===== src/rtl/dac_ramp_bank_if.sv =====
// rtl/dac_ramp_bank_if.sv - register bus between the SPI memory interface and the DAC ramp bank
interface dac_ramp_bank_if #(
    parameter int AWIDTH = 5
) ();
    logic              we;
    logic [AWIDTH-1:0] addr;
    logic [31:0]       wdata;
    logic [31:0]       rdata;

    modport master (output we, output addr, output wdata, input rdata);
    modport slave  (input we, input addr, input wdata, output rdata);
endinterface


===== src/rtl/dac_ramp_bank.sv =====
// rtl/dac_ramp_bank.sv - shadowed DAC channel bank with atomic commit; slew-limited ramp built only with DAC_RAMP_EN
module dac_ramp_bank #(
    parameter int NUM_CH    = 8,
    parameter int DAC_WIDTH = 10,
    parameter int AWIDTH    = 5,
    parameter int DIV_WIDTH = 16
) (
    input  logic                        clk,
    input  logic                        rst,
    dac_ramp_bank_if.slave              bus,
    output logic [NUM_CH*DAC_WIDTH-1:0] dac_out,
    output logic                        busy,
    output logic                        done
);
    localparam logic [AWIDTH-1:0] A_CTRL   = AWIDTH'(NUM_CH);
    localparam logic [AWIDTH-1:0] A_STATUS = AWIDTH'(NUM_CH + 3);

    typedef enum logic {S_IDLE, S_RAMP} state_t;

    state_t               state;
    logic [DAC_WIDTH-1:0] shadow  [NUM_CH];
    logic [DAC_WIDTH-1:0] target  [NUM_CH];
    logic [DAC_WIDTH-1:0] current [NUM_CH];
    logic [NUM_CH-1:0]    settled;
    logic                 ctrl_wr;
    logic                 commit;
    logic [31:0]          rd_next;
    logic                 unused_wdata;

    assign ctrl_wr      = bus.we && (bus.addr == A_CTRL);
    assign commit       = ctrl_wr && bus.wdata[0];
    assign unused_wdata = ^bus.wdata;

    // per-channel settled flags, shared by STATUS and ramp completion
    always_comb begin
        settled = '0;
        for (int k = 0; k < NUM_CH; k++) begin
            settled[k] = (current[k] == target[k]);
        end
    end

    // dac_out is wired straight from the CURRENT flops
    for (genvar g = 0; g < NUM_CH; g++) begin : g_out
        assign dac_out[g*DAC_WIDTH +: DAC_WIDTH] = current[g];
    end

    // shadow registers accept writes in any state
    always_ff @(posedge clk) begin
        if (rst) begin
            for (int k = 0; k < NUM_CH; k++) begin
                shadow[k] <= '0;
            end
        end else begin
            for (int k = 0; k < NUM_CH; k++) begin
                if (bus.we && (bus.addr == AWIDTH'(k))) begin
                    shadow[k] <= bus.wdata[DAC_WIDTH-1:0];
                end
            end
        end
    end

`ifdef DAC_RAMP_EN
    localparam logic [AWIDTH-1:0] A_STEP = AWIDTH'(NUM_CH + 1);
    localparam logic [AWIDTH-1:0] A_DIV  = AWIDTH'(NUM_CH + 2);

    logic                 abort;
    logic                 all_settled;
    logic [DAC_WIDTH-1:0] step;
    logic [DAC_WIDTH-1:0] step_eff;
    logic [DIV_WIDTH-1:0] div;
    logic [DIV_WIDTH-1:0] cnt;
    logic [DAC_WIDTH:0]   dist     [NUM_CH];
    logic [DAC_WIDTH-1:0] next_cur [NUM_CH];

    assign abort       = ctrl_wr && bus.wdata[1];
    assign all_settled = &settled;
    assign step_eff    = (step == '0) ? DAC_WIDTH'(1) : step;

    // one step toward target, clamped to the remaining distance so CURRENT never overshoots
    always_comb begin
        for (int k = 0; k < NUM_CH; k++) begin
            dist[k]     = '0;
            next_cur[k] = current[k];
            if (target[k] > current[k]) begin
                dist[k]     = {1'b0, target[k]} - {1'b0, current[k]};
                next_cur[k] = (dist[k] > {1'b0, step_eff}) ? current[k] + step_eff : target[k];
            end else if (target[k] < current[k]) begin
                dist[k]     = {1'b0, current[k]} - {1'b0, target[k]};
                next_cur[k] = (dist[k] > {1'b0, step_eff}) ? current[k] - step_eff : target[k];
            end
        end
    end

    // STEP/DIV registers and the IDLE/RAMP controller; ABORT outranks COMMIT, COMMIT outranks a tick
    always_ff @(posedge clk) begin
        if (rst) begin
            state <= S_IDLE;
            busy  <= 1'b0;
            done  <= 1'b0;
            step  <= DAC_WIDTH'(1);
            div   <= '0;
            cnt   <= '0;
            for (int k = 0; k < NUM_CH; k++) begin
                target[k]  <= '0;
                current[k] <= '0;
            end
        end else begin
            done <= 1'b0;
            if (bus.we && (bus.addr == A_STEP)) step <= bus.wdata[DAC_WIDTH-1:0];
            if (bus.we && (bus.addr == A_DIV))  div  <= bus.wdata[DIV_WIDTH-1:0];
            case (state)
                S_IDLE: begin
                    if (commit && !abort) begin
                        for (int k = 0; k < NUM_CH; k++) target[k] <= shadow[k];
                        cnt   <= '0;
                        busy  <= 1'b1;
                        state <= S_RAMP;
                    end
                end
                S_RAMP: begin
                    if (abort) begin
                        busy  <= 1'b0;
                        state <= S_IDLE;
                    end else if (commit) begin
                        for (int k = 0; k < NUM_CH; k++) target[k] <= shadow[k];
                        cnt <= '0;
                    end else if (all_settled) begin
                        busy  <= 1'b0;
                        done  <= 1'b1;
                        state <= S_IDLE;
                    end else if (cnt == div) begin
                        cnt <= '0;
                        for (int k = 0; k < NUM_CH; k++) current[k] <= next_cur[k];
                    end else begin
                        cnt <= cnt + DIV_WIDTH'(1);
                    end
                end
                default: state <= S_IDLE;
            endcase
        end
    end
`else
    localparam int unused_div_width = DIV_WIDTH;

    // commit jumps every channel straight to its shadow value; busy lasts one cycle then done pulses
    always_ff @(posedge clk) begin
        if (rst) begin
            state <= S_IDLE;
            busy  <= 1'b0;
            done  <= 1'b0;
            for (int k = 0; k < NUM_CH; k++) begin
                target[k]  <= '0;
                current[k] <= '0;
            end
        end else begin
            done <= 1'b0;
            if (commit) begin
                for (int k = 0; k < NUM_CH; k++) begin
                    target[k]  <= shadow[k];
                    current[k] <= shadow[k];
                end
                busy  <= 1'b1;
                state <= S_RAMP;
            end else if (state == S_RAMP) begin
                busy  <= 1'b0;
                done  <= 1'b1;
                state <= S_IDLE;
            end
        end
    end
`endif

    // read decode; unmapped addresses and CTRL return 0
    always_comb begin
        rd_next = '0;
        for (int k = 0; k < NUM_CH; k++) begin
            if (bus.addr == AWIDTH'(k)) rd_next = 32'(shadow[k]);
        end
`ifdef DAC_RAMP_EN
        if (bus.addr == A_STEP) rd_next = 32'(step);
        if (bus.addr == A_DIV)  rd_next = 32'(div);
`endif
        if (bus.addr == A_STATUS) rd_next = 32'({settled, busy});
    end

    // read data is registered, one cycle behind addr
    always_ff @(posedge clk) begin
        if (rst) bus.rdata <= '0;
        else     bus.rdata <= rd_next;
    end
endmodule

===== src/flat_wrapper.sv =====
// flat-port wrapper written by rule: the top's interface ports become plain ports
module dac_ramp_bank_flat 
#(
    parameter int NUM_CH    = 8,
    parameter int DAC_WIDTH = 10,
    parameter int AWIDTH    = 5,
    parameter int DIV_WIDTH = 16
)
  (clk, rst, dac_out, busy, done, bus_we, bus_addr, bus_wdata, bus_rdata);
  dac_ramp_bank_if #(.AWIDTH(AWIDTH)) bus_i ();
  input  logic clk;
  input  logic rst;
  output logic [NUM_CH*DAC_WIDTH-1:0] dac_out;
  output logic busy;
  output logic done;
  input wire logic [$bits(bus_i.we)-1:0] bus_we;
  input wire logic [$bits(bus_i.addr)-1:0] bus_addr;
  input wire logic [$bits(bus_i.wdata)-1:0] bus_wdata;
  output wire logic [$bits(bus_i.rdata)-1:0] bus_rdata;
  assign bus_i.we = bus_we;
  assign bus_i.addr = bus_addr;
  assign bus_i.wdata = bus_wdata;
  assign bus_rdata = bus_i.rdata;
  dac_ramp_bank #(.NUM_CH(NUM_CH), .DAC_WIDTH(DAC_WIDTH), .AWIDTH(AWIDTH), .DIV_WIDTH(DIV_WIDTH)) u_core (.clk(clk), .rst(rst), .bus(bus_i), .dac_out(dac_out), .busy(busy), .done(done));
endmodule

===== config.mk =====
export PLATFORM = sky130hd
export DESIGN_NAME = dac_ramp_bank_flat
export DESIGN_NICKNAME = d
export VERILOG_FILES = /design/src/rtl/dac_ramp_bank_if.sv /design/src/rtl/dac_ramp_bank.sv /design/src/flat_wrapper.sv
export SDC_FILE = /design/constraint.sdc
export NUM_CORES = 1
export LEC_CHECK = 0
export CAP_MARGIN = 20
export CORE_MARGIN = 5
export CORE_UTILIZATION = 51
export DETAILED_ROUTE_END_ITERATION = 10
export PLACE_DENSITY = 0.81
export SLEW_MARGIN = 10
export SYNTH_ARGS = -nofsm -noshare
export SYNTH_HDL_FRONTEND = slang
export SYNTH_SLANG_ARGS = --single-unit

===== constraint.sdc =====
create_clock -name clk -period 3.73 [get_ports clk]
set_input_delay 0.746 -clock clk [delete_from_list [all_inputs] [get_ports clk]]
set_output_delay 0.746 -clock clk [all_outputs]
set_load 0.05 [all_outputs]

After elaboration in Yosys (flattened, before gate mapping)
Memories as Yosys holds them, arrays and structs flattened.
Index checks and enable logic that the tools add are counted.
Storage, ports and cells
  bits in registers: 35
  bits in latches: 0
  bits in writable memories: 240
  bits in read-only memories: 0
  input port bits: 40
  output and inout port bits: 114
  word-level logic and storage cells: 130
  memories: 3
Operators by class
  add/subtract/negate cells: 0
  $mul: 0
  divide/modulo/power cells: 0
  $lt $le $gt $ge: 0
  eq/ne operators: 17
  shifts and indexed selects: 0
  multiplexer cells: 65
  bitwise operators: 24
  reduce and logical (&&, ||, !) cells: 15
Memory list
  u_core.current: words 8, bits a word 10, read ports 8, clocked after memory_dff 0, write ports 8, line dac_ramp_bank.sv:23  | logic [DAC_WIDTH-1:0] current [NUM_CH];
  u_core.shadow: words 8, bits a word 10, read ports 8, clocked after memory_dff 0, write ports 8, line dac_ramp_bank.sv:21  | logic [DAC_WIDTH-1:0] shadow [NUM_CH];
  u_core.target: words 8, bits a word 10, read ports 8, clocked after memory_dff 0, write ports 8, line dac_ramp_bank.sv:22  | logic [DAC_WIDTH-1:0] target [NUM_CH];
Operators by type and width (number)
  $mux W10: 32
  $eq A10 B10 Y1: 8
  $mux W1: 32
  $or A1 B1 Y1: 24
  $eq A5 B3 Y1 const B: 4
  $eq A5 B2 Y1 const B: 2
  $eq A5 B4 Y1 const B: 2
  $logic_and A1 B1 Y1: 10
  $mux W9: 1
  $reduce_or A9 Y1: 1
  $eq A5 B1 Y1 const B: 1
  $logic_not A5 Y1: 1
  $reduce_or A2 Y1: 2
  $reduce_bool A2 Y1: 1

Logic depth before layout (Yosys ltp)
  word-level depth: 10
  depth in mapped cells: 7

Worst setup path before layout
No wires, ideal clock.
  path type: input-to-reg
  start: input bus_addr[0]
  end: memory u_core.current[5][0], in the netlist u_core.current[0][50], enable pin
  library setup time: 444 ps
  arrival: 3000 ps
  data required time: 3286 ps
  setup slack: 286 ps
  cell stages on the path: 3
  buffers on the path: 1
  cell sequence: buf_2 -> nor2_1 -> a41o_1
RTL lines
  start: declaration: line flat_wrapper.sv:17  | input wire logic [$bits(bus_i.addr)-1:0] bus_addr;
  end: declaration: line dac_ramp_bank.sv:23

==> results_dict.tcl <==
set metrics [dict create \
    status "complete, no violations" \
    synth-seq-cells 173 \
    wl_per_cell_um 19.8 \
    num-nets-final 677 \
    drcViolationCount 0 \
    die_w_um 129 \
    synthSimpleGateAreaFrac 0.162 \
    ioPinCount 154 \
    syn_area_sq_um 7230 \
    synth-xor-area-share 0 \
    path_clk_slew_ps 60 \
    gp_congestion 0.901 \
    area_growth_syn_to_layout_pct 24.3 \
    maxCapViolations 0 \
    slew_headroom 0.508 \
    leakage_nw 3.27 \
    crit_path_max_fanout 13 \
    cts_tree "built" \
    synth_fa_ha_area_frac 0 \
    grt_overflow 0 \
    clock_sinks 173 \
    min_path_type "reg -> reg" \
    grt_pass1_wl_um 25200 \
    ir_drop_mv 0.324 \
    crit_family "buffers and inverters" \
    cts-root-buf "clkbuf_16" \
    cp_slowest_cell "clkdlybuf4s50_1" \
    skew_ps 6.92 \
    h-tree-depth 4 \
    dr.pass1.iters 5 \
    worstSetupPathType "in -> reg" \
    num_vias 4504 \
    start_kind "primary input" \
    drt-total-wl_um 16400 \
    worst_pin_slew_ps 738 \
    ys_async_sr_fraction 0 \
    maxSlewViolCount 0 \
    yosysUniqueCellTypes 40 \
    dieArea_sq_um 16700 \
    avgViaCountPerCell 5.43 \
    drive_gt1_frac 0.100 \
    diodes 0 \
    grt_antenna_before_repair 0 \
    synth_ff_type "edfxtp_1" \
    post_cts_buffers 0 \
    setup_tns_ps 0 \
    antenna_left 0 \
    synth.avg_cell_area_sq_um 13.6 \
    grtUsageTotal 0.203 \
    io_buffer_count 109 \
    cp_cell_sequence "clkdlybuf4s50_1 -> inv_1 -> nor3_1 -> nand3_1 -> buf_4 -> nand2b_1" \
    yosys_warnings 0 \
    path_buf_inv 3 \
    synthCells 530 \
    cp.arrival_ps 2820 \
    cts.path.max_buffers 2 \
    required_ps 3790 \
    slowest_delay_ps 680 \
    synth-seq-area-share 0.701 \
    drt_iter0_drc 620 \
    yosys.area.top_type "edfxtp_1" \
    setup_viol 0 \
    synth_compound_area_frac 0.0532 \
    numCtsBuffers 17 \
    post-route-period-util 0.738 \
    hold_viol_final 0 \
    fillers 1005 \
    fin_util 0.647 \
    grt_pass1_vias 4471 \
    cts_resized 0 \
    synthMuxAreaShare 0.0296 \
    coreArea_sq_um 13900 \
    die_h_um 129 \
    yosys-top-cells-area "edfxtp_1 (66%), and2_1 (5.1%), dfxtp_1 (3.6%), nor2_1 (3.5%), buf_4 (2.4%)" \
    synth_top_family_by_area "simple AND/OR/NAND/NOR gates" \
    row_count 43 \
    min_path_cells 2 \
    finalCriticalPeriod_ps 2750 \
    hpwl_um 11500 \
    netlist.area_leader.share 0.665 \
    grt_start_max_net_pins 48 \
    worstSkewPairLatency_ps 430 \
    initial_core_util 0.521 \
    cp_num_cells 6 \
    hold_buffers 0 \
    p_per_area_nw_per_um2 502 \
    rr_worst_depth 4 \
    synth_edf_count 160 \
    cp-end-kind "register" \
    rsz0062_at_grt "no" \
    fmax_mhz 363 \
]
-- flip-flops by register name, summed over array words and instances (netlist names) --
name              flops
u_core.shadow        80
u_core.target        50
u_core.current       30
u_core.bus.rdata     10
u_core.busy           1
u_core.done           1
u_core.state          1
-- layout by cell type (no fill, tap or decap), drive strengths merged, types with 4 or more instances in the layout --
master,synthesis,layout
edfxtp,160,160
clkdlybuf4s50,0,108
nor2,69,69
and2,59,59
nor2b,24,24
conb,1,22
inv,13,21
nand2b,18,18
nand3b,18,18
clkbuf,17,17
buf,39,15
nand2,14,14
dfxtp,13,13
a21oi,12,12
o21ai,11,11
mux2,9,9
mux2i,9,9
a221oi,9,9
a211oi,8,8
o22ai,8,8
nand3,4,4
-- worst min-delay path, stage by stage, from the launching register on --
cell,delay (ps)
dfxtp_1,310
inv_1,50
nor2_1,40
-- path summary, 6_finish.rpt --
kind | start | to | slack [ps]
setup / recovery | bus_addr[2] | u_core.shadow[0][54] | 980
hold / removal | u_core.state | u_core.done | 440
setup reg to reg | u_core.shadow[0][57] | u_core.bus.rdata[7] | 2340
hold reg to reg | u_core.state | u_core.done | 440
-- area by class of cell --
type	count	area, sq um	area share
inverter	13	48.8	0.00543
clock buffer	17	425	0.0473
multi-input combinational	309	1850	0.206
clock inverter	15	176	0.0196
timing repair buffer	123	1190	0.133
sequential	173	5060	0.564
tap	180	225	0.0251
-- cells in the mapped netlist, drive strengths merged, types with 2 or more instances --
| master | instances |
|---|---|
| clkbuf | 17 |
| and2 | 59 |
| nand2b | 18 |
| o22ai | 8 |
| buf | 39 |
| o21ai | 11 |
| edfxtp | 160 |
| inv | 13 |
| nor2b | 24 |
| nand2 | 14 |
| a221oi | 9 |
| mux2 | 9 |
| a211oi | 8 |
| nand3b | 18 |
| nor2 | 69 |
| dfxtp | 13 |
| nor3 | 3 |
| nand3 | 4 |
| a21oi | 12 |
| a21o | 2 |
| mux2i | 9 |
-- kinds of logic (layout without fill, tap and decap cells) --
logic type | Yosys count | in the layout
DFF | 173 | 173
other | 1 | 22
buffers and inverters | 69 | 168
and+or+nand+nor | 212 | 212
muxes | 19 | 19
AOI/OAI and AO/OA | 56 | 56
-- power by group --
group          switching (mW)  internal [mW]  total [mW]
Combinational           0.337          0.135       0.472
Sequential             0.0467           2.22        2.26
Clock                   0.768           1.01        1.78
-- layer usage --
| metal | share of wire | GRT usage | routed length, um |
|---|---|---|---|
| met1 | 0.38 | 0.269 | 6250 |
| met2 | 0.50 | 0.337 | 8220 |
| met3 | 0.099 | 0.0453 | 1630 |
| met4 | 0.017 | 0.0679 | 286 |
| met5 | 0 | 0 | 0 |
-- metrics by stage --
step / setup WS (ps) / power (mW) / hold slack [ps] / instance area (sq um) / instances
3_3_place_gp: 646 / 2.76 / 424 / 8380 / 798
2_1_floorplan: 286 / 2.63 / 408 / 7310 / 551
4_1_cts: 1010 / 4.52 / 445 / 8980 / 830
5_1_grt: 778 / 4.65 / 467 / 8980 / 830
6_report: 976 / 4.51 / 442 / 8980 / 830
3_5_place_dp: 584 / 2.77 / 433 / 8380 / 798
(Power assumes the default switching activity.)
==> variant, RTL diff (config.mk and constraints unchanged) <==
Register the output `dac_out`, with the module's reset; this adds one clock of latency there. The other outputs are not delayed to match.
--- a/src/rtl/dac_ramp_bank.sv
+++ b/src/rtl/dac_ramp_bank.sv
@@ -19,2 +19,4 @@
 
+    logic [NUM_CH*DAC_WIDTH-1:0] dac_d;
+
     state_t               state;
@@ -43,3 +45,3 @@
     for (genvar g = 0; g < NUM_CH; g++) begin : g_out
-        assign dac_out[g*DAC_WIDTH +: DAC_WIDTH] = current[g];
+        assign dac_d[g*DAC_WIDTH +: DAC_WIDTH] = current[g];
     end
@@ -190,2 +192,10 @@
     end
+    always_ff @(posedge clk) begin
+        if (rst) begin
+            dac_out <= '0;
+        end else begin
+            dac_out <= dac_d;
+        end
+    end
+
 endmodule
Formal check against the unedited RTL: not equivalent (Yosys sat finds a counterexample within 4 cycles, from zero or initial values and one cycle with rst high).
==> variant against the unedited design <==
  * Global-route usage is 2.4 points lower
  * Critical path depth stayed put
  * Wire length is 20% higher
  * Power is 37% higher
  * Core utilization is 1.1 points lower
  * Largest power group unchanged
  * Clock skew is 0.0020 ns higher
  * Area after synthesis is 30% higher
  * Design area is 28% higher
  * Setup slack better by 0.093 ns
  * Register-to-register slack worse by 0.09 ns
  * Hold slack worse by 0.0092 ns
  * Synthesized cell count is 35% higher
  * Sequential cell count is 80 higher
  * Cell count is 29% higher
  * Highest routed layer unchanged
==> variant: results (changes against the unedited design) <==
* Post-Synth Adder-Cell Area at 0 (unchanged)
* Mux contribution to synthesized area at 0.0209 (was 0.0296)
* Synth top area cells: edfxtp_1 (51%), dfxtp_1 (20%), nor2b_1 (6.8%), and3_1 (4.2%), nor2_1 (2.8%) (was edfxtp_1 (66%), and2_1 (5.1%), dfxtp_1 (3.6%), nor2_1 (3.5%), buf_4 (2.4%))
* Dpl hpwl at 13.3 mm (was 11.5 mm)
* Yosys top cell by area: edfxtp_1 (unchanged)
* Filler Cell Count at 1254 (was 1005)
* Clock Skew at 0.00891 ns (was 0.00692 ns)
* GRT Total Usage at 0.179 (was 0.203)
* Post-cts gate resize count at 0 (unchanged)
* Share of layout cells above drive strength 1 at 0.0919 (was 0.100)
* Count of input and output buffers at 109 (unchanged)
* Max H-tree Level at 1 (was 4)
* Reported leakage power at 0.00454 µW (was 0.00327 µW)
* Via count at 5612 (was 4504)
* Worst slew margin at 0.516 (was 0.508)
* Final net count at 860 (was 677)
* Biggest regs: u_core.dac_out x80, u_core.shadow x80, u_core.target x50 (was u_core.shadow x80, u_core.target x50, u_core.current x30)
* Most common library cells after synthesis: edfxtp_1 (160), nor2b_1 (102), dfxtp_1 (93) (was edfxtp_1 (160), nor2_1 (68), and2_1 (59))
* Routed wire length at 19.8 mm (was 16.4 mm)
* Internal Power at 4750 µW (was 3360 µW)
* Drt pass-1 iters at 6 (was 5)
* Largest net degree at the start of global routing at 82 (was 48)
* Global-route wire length before repair at 30.3 mm (was 25.2 mm)
* Post-synth EDFFs at 160 (unchanged)
* CTS buffer count at 24 (was 17)
* Post-synthesis sequential area ratio at 0.708 (was 0.701)
* Status: completed (unchanged)
* Synth warn at 0 (unchanged)
* Complex-gate fraction of the synthesized area at 0.0505 (was 0.0532)
* Initial DRC count at 838 (was 620)
* Max Fanout on Critical Path at 11 (was 13)
* Vias in the first global route at 5463 (was 4471)
* CTS Buffer Depth at 3 (was 2)
* WP data arrival at 2.80 ns (was 2.82 ns)
* Worst-Skew Late Latency at 0.51 ns (was 0.43 ns)
* CTS clk-pin slew, worst paths at 0.06 ns (about the same)
* Yosys cell types at 45 (was 40)
* Antenna violations before repair at 1 (was 0)
* Placer Congestion at 0.890 (was 0.901)
* Synth Area in XOR/XNOR at 0 (unchanged)
* Hold crit path type: flop to flop (unchanged)
* Peak VDD IR at 286 µV (was 324 µV)
* Setup WS pre-CTS at 0.575 ns (was 0.584 ns)
## variant: final cells by class
| class | count | share of cell area |
|---|---|---|
| timing repair buffer | 131 | 0.110 |
| sequential | 253 | 0.579 |
| tap | 229 | 0.0249 |
| inverter | 13 | 0.00424 |
| clock inverter | 8 | 0.00468 |
| antenna | 1 | 0.000218 |
| clock buffer | 36 | 0.0698 |
| multi-input combinational | 397 | 0.207 |
## variant: logic make-up (layout without fill, tap and decap cells)
logic type,count (synthesis),in the layout
buf+inv,84,188
mux,17,17
flops,253,253
other cells,1,23
simple gates,289,289
compound gates,69,69
## variant: routing by layer
layer / up-vias / part of all wire / track usage
li1: 2647 / - / -
met1: 2642 / 0.40 / 0.242
met2: 293 / 0.47 / 0.287
met3: 30 / 0.11 / 0.0476
met4: 0 / 0.018 / 0.0522
met5: - / 0 / 0
## variant: final timing paths
check             slack (ns)                   end            startpoint  cells past startpoint
setup reg to reg        2.25   u_core.bus.rdata[9]  u_core.shadow[0][29]                      5
hold reg to reg         0.43           u_core.done          u_core.state                      2
hold / removal          0.43           u_core.done          u_core.state                      2
setup / recovery        1.07  u_core.shadow[0][38]           bus_addr[2]                      6
## variant: worst max-delay path, cell delays in order
cell and delay [ns]:
clkdlybuf4s50_1 0.57, nor3_1 0.24, buf_4 0.17, and2_1 0.19
nand3_1 0.34, nand2b_1 0.54
## variant: per-stage QoR
step                std cells  instance area, µm²
detailed placement       1023               10600
CTS                      1067               11500
finish                   1068               11500
global route             1068               11500
floorplan                 734                9490
global placement         1023               10600
## variant: power by group through the flow
stage / clock, µW / combinational, µW / sequential [µW]
after floorplan: 0 / 244 / 3310
after global placement: 0 / 492 / 3220
after detailed placement: 0 / 498 / 3220
after CTS: 2540 / 501 / 3160
after global routing: 2670 / 527 / 3170
final: 2500 / 501 / 3160
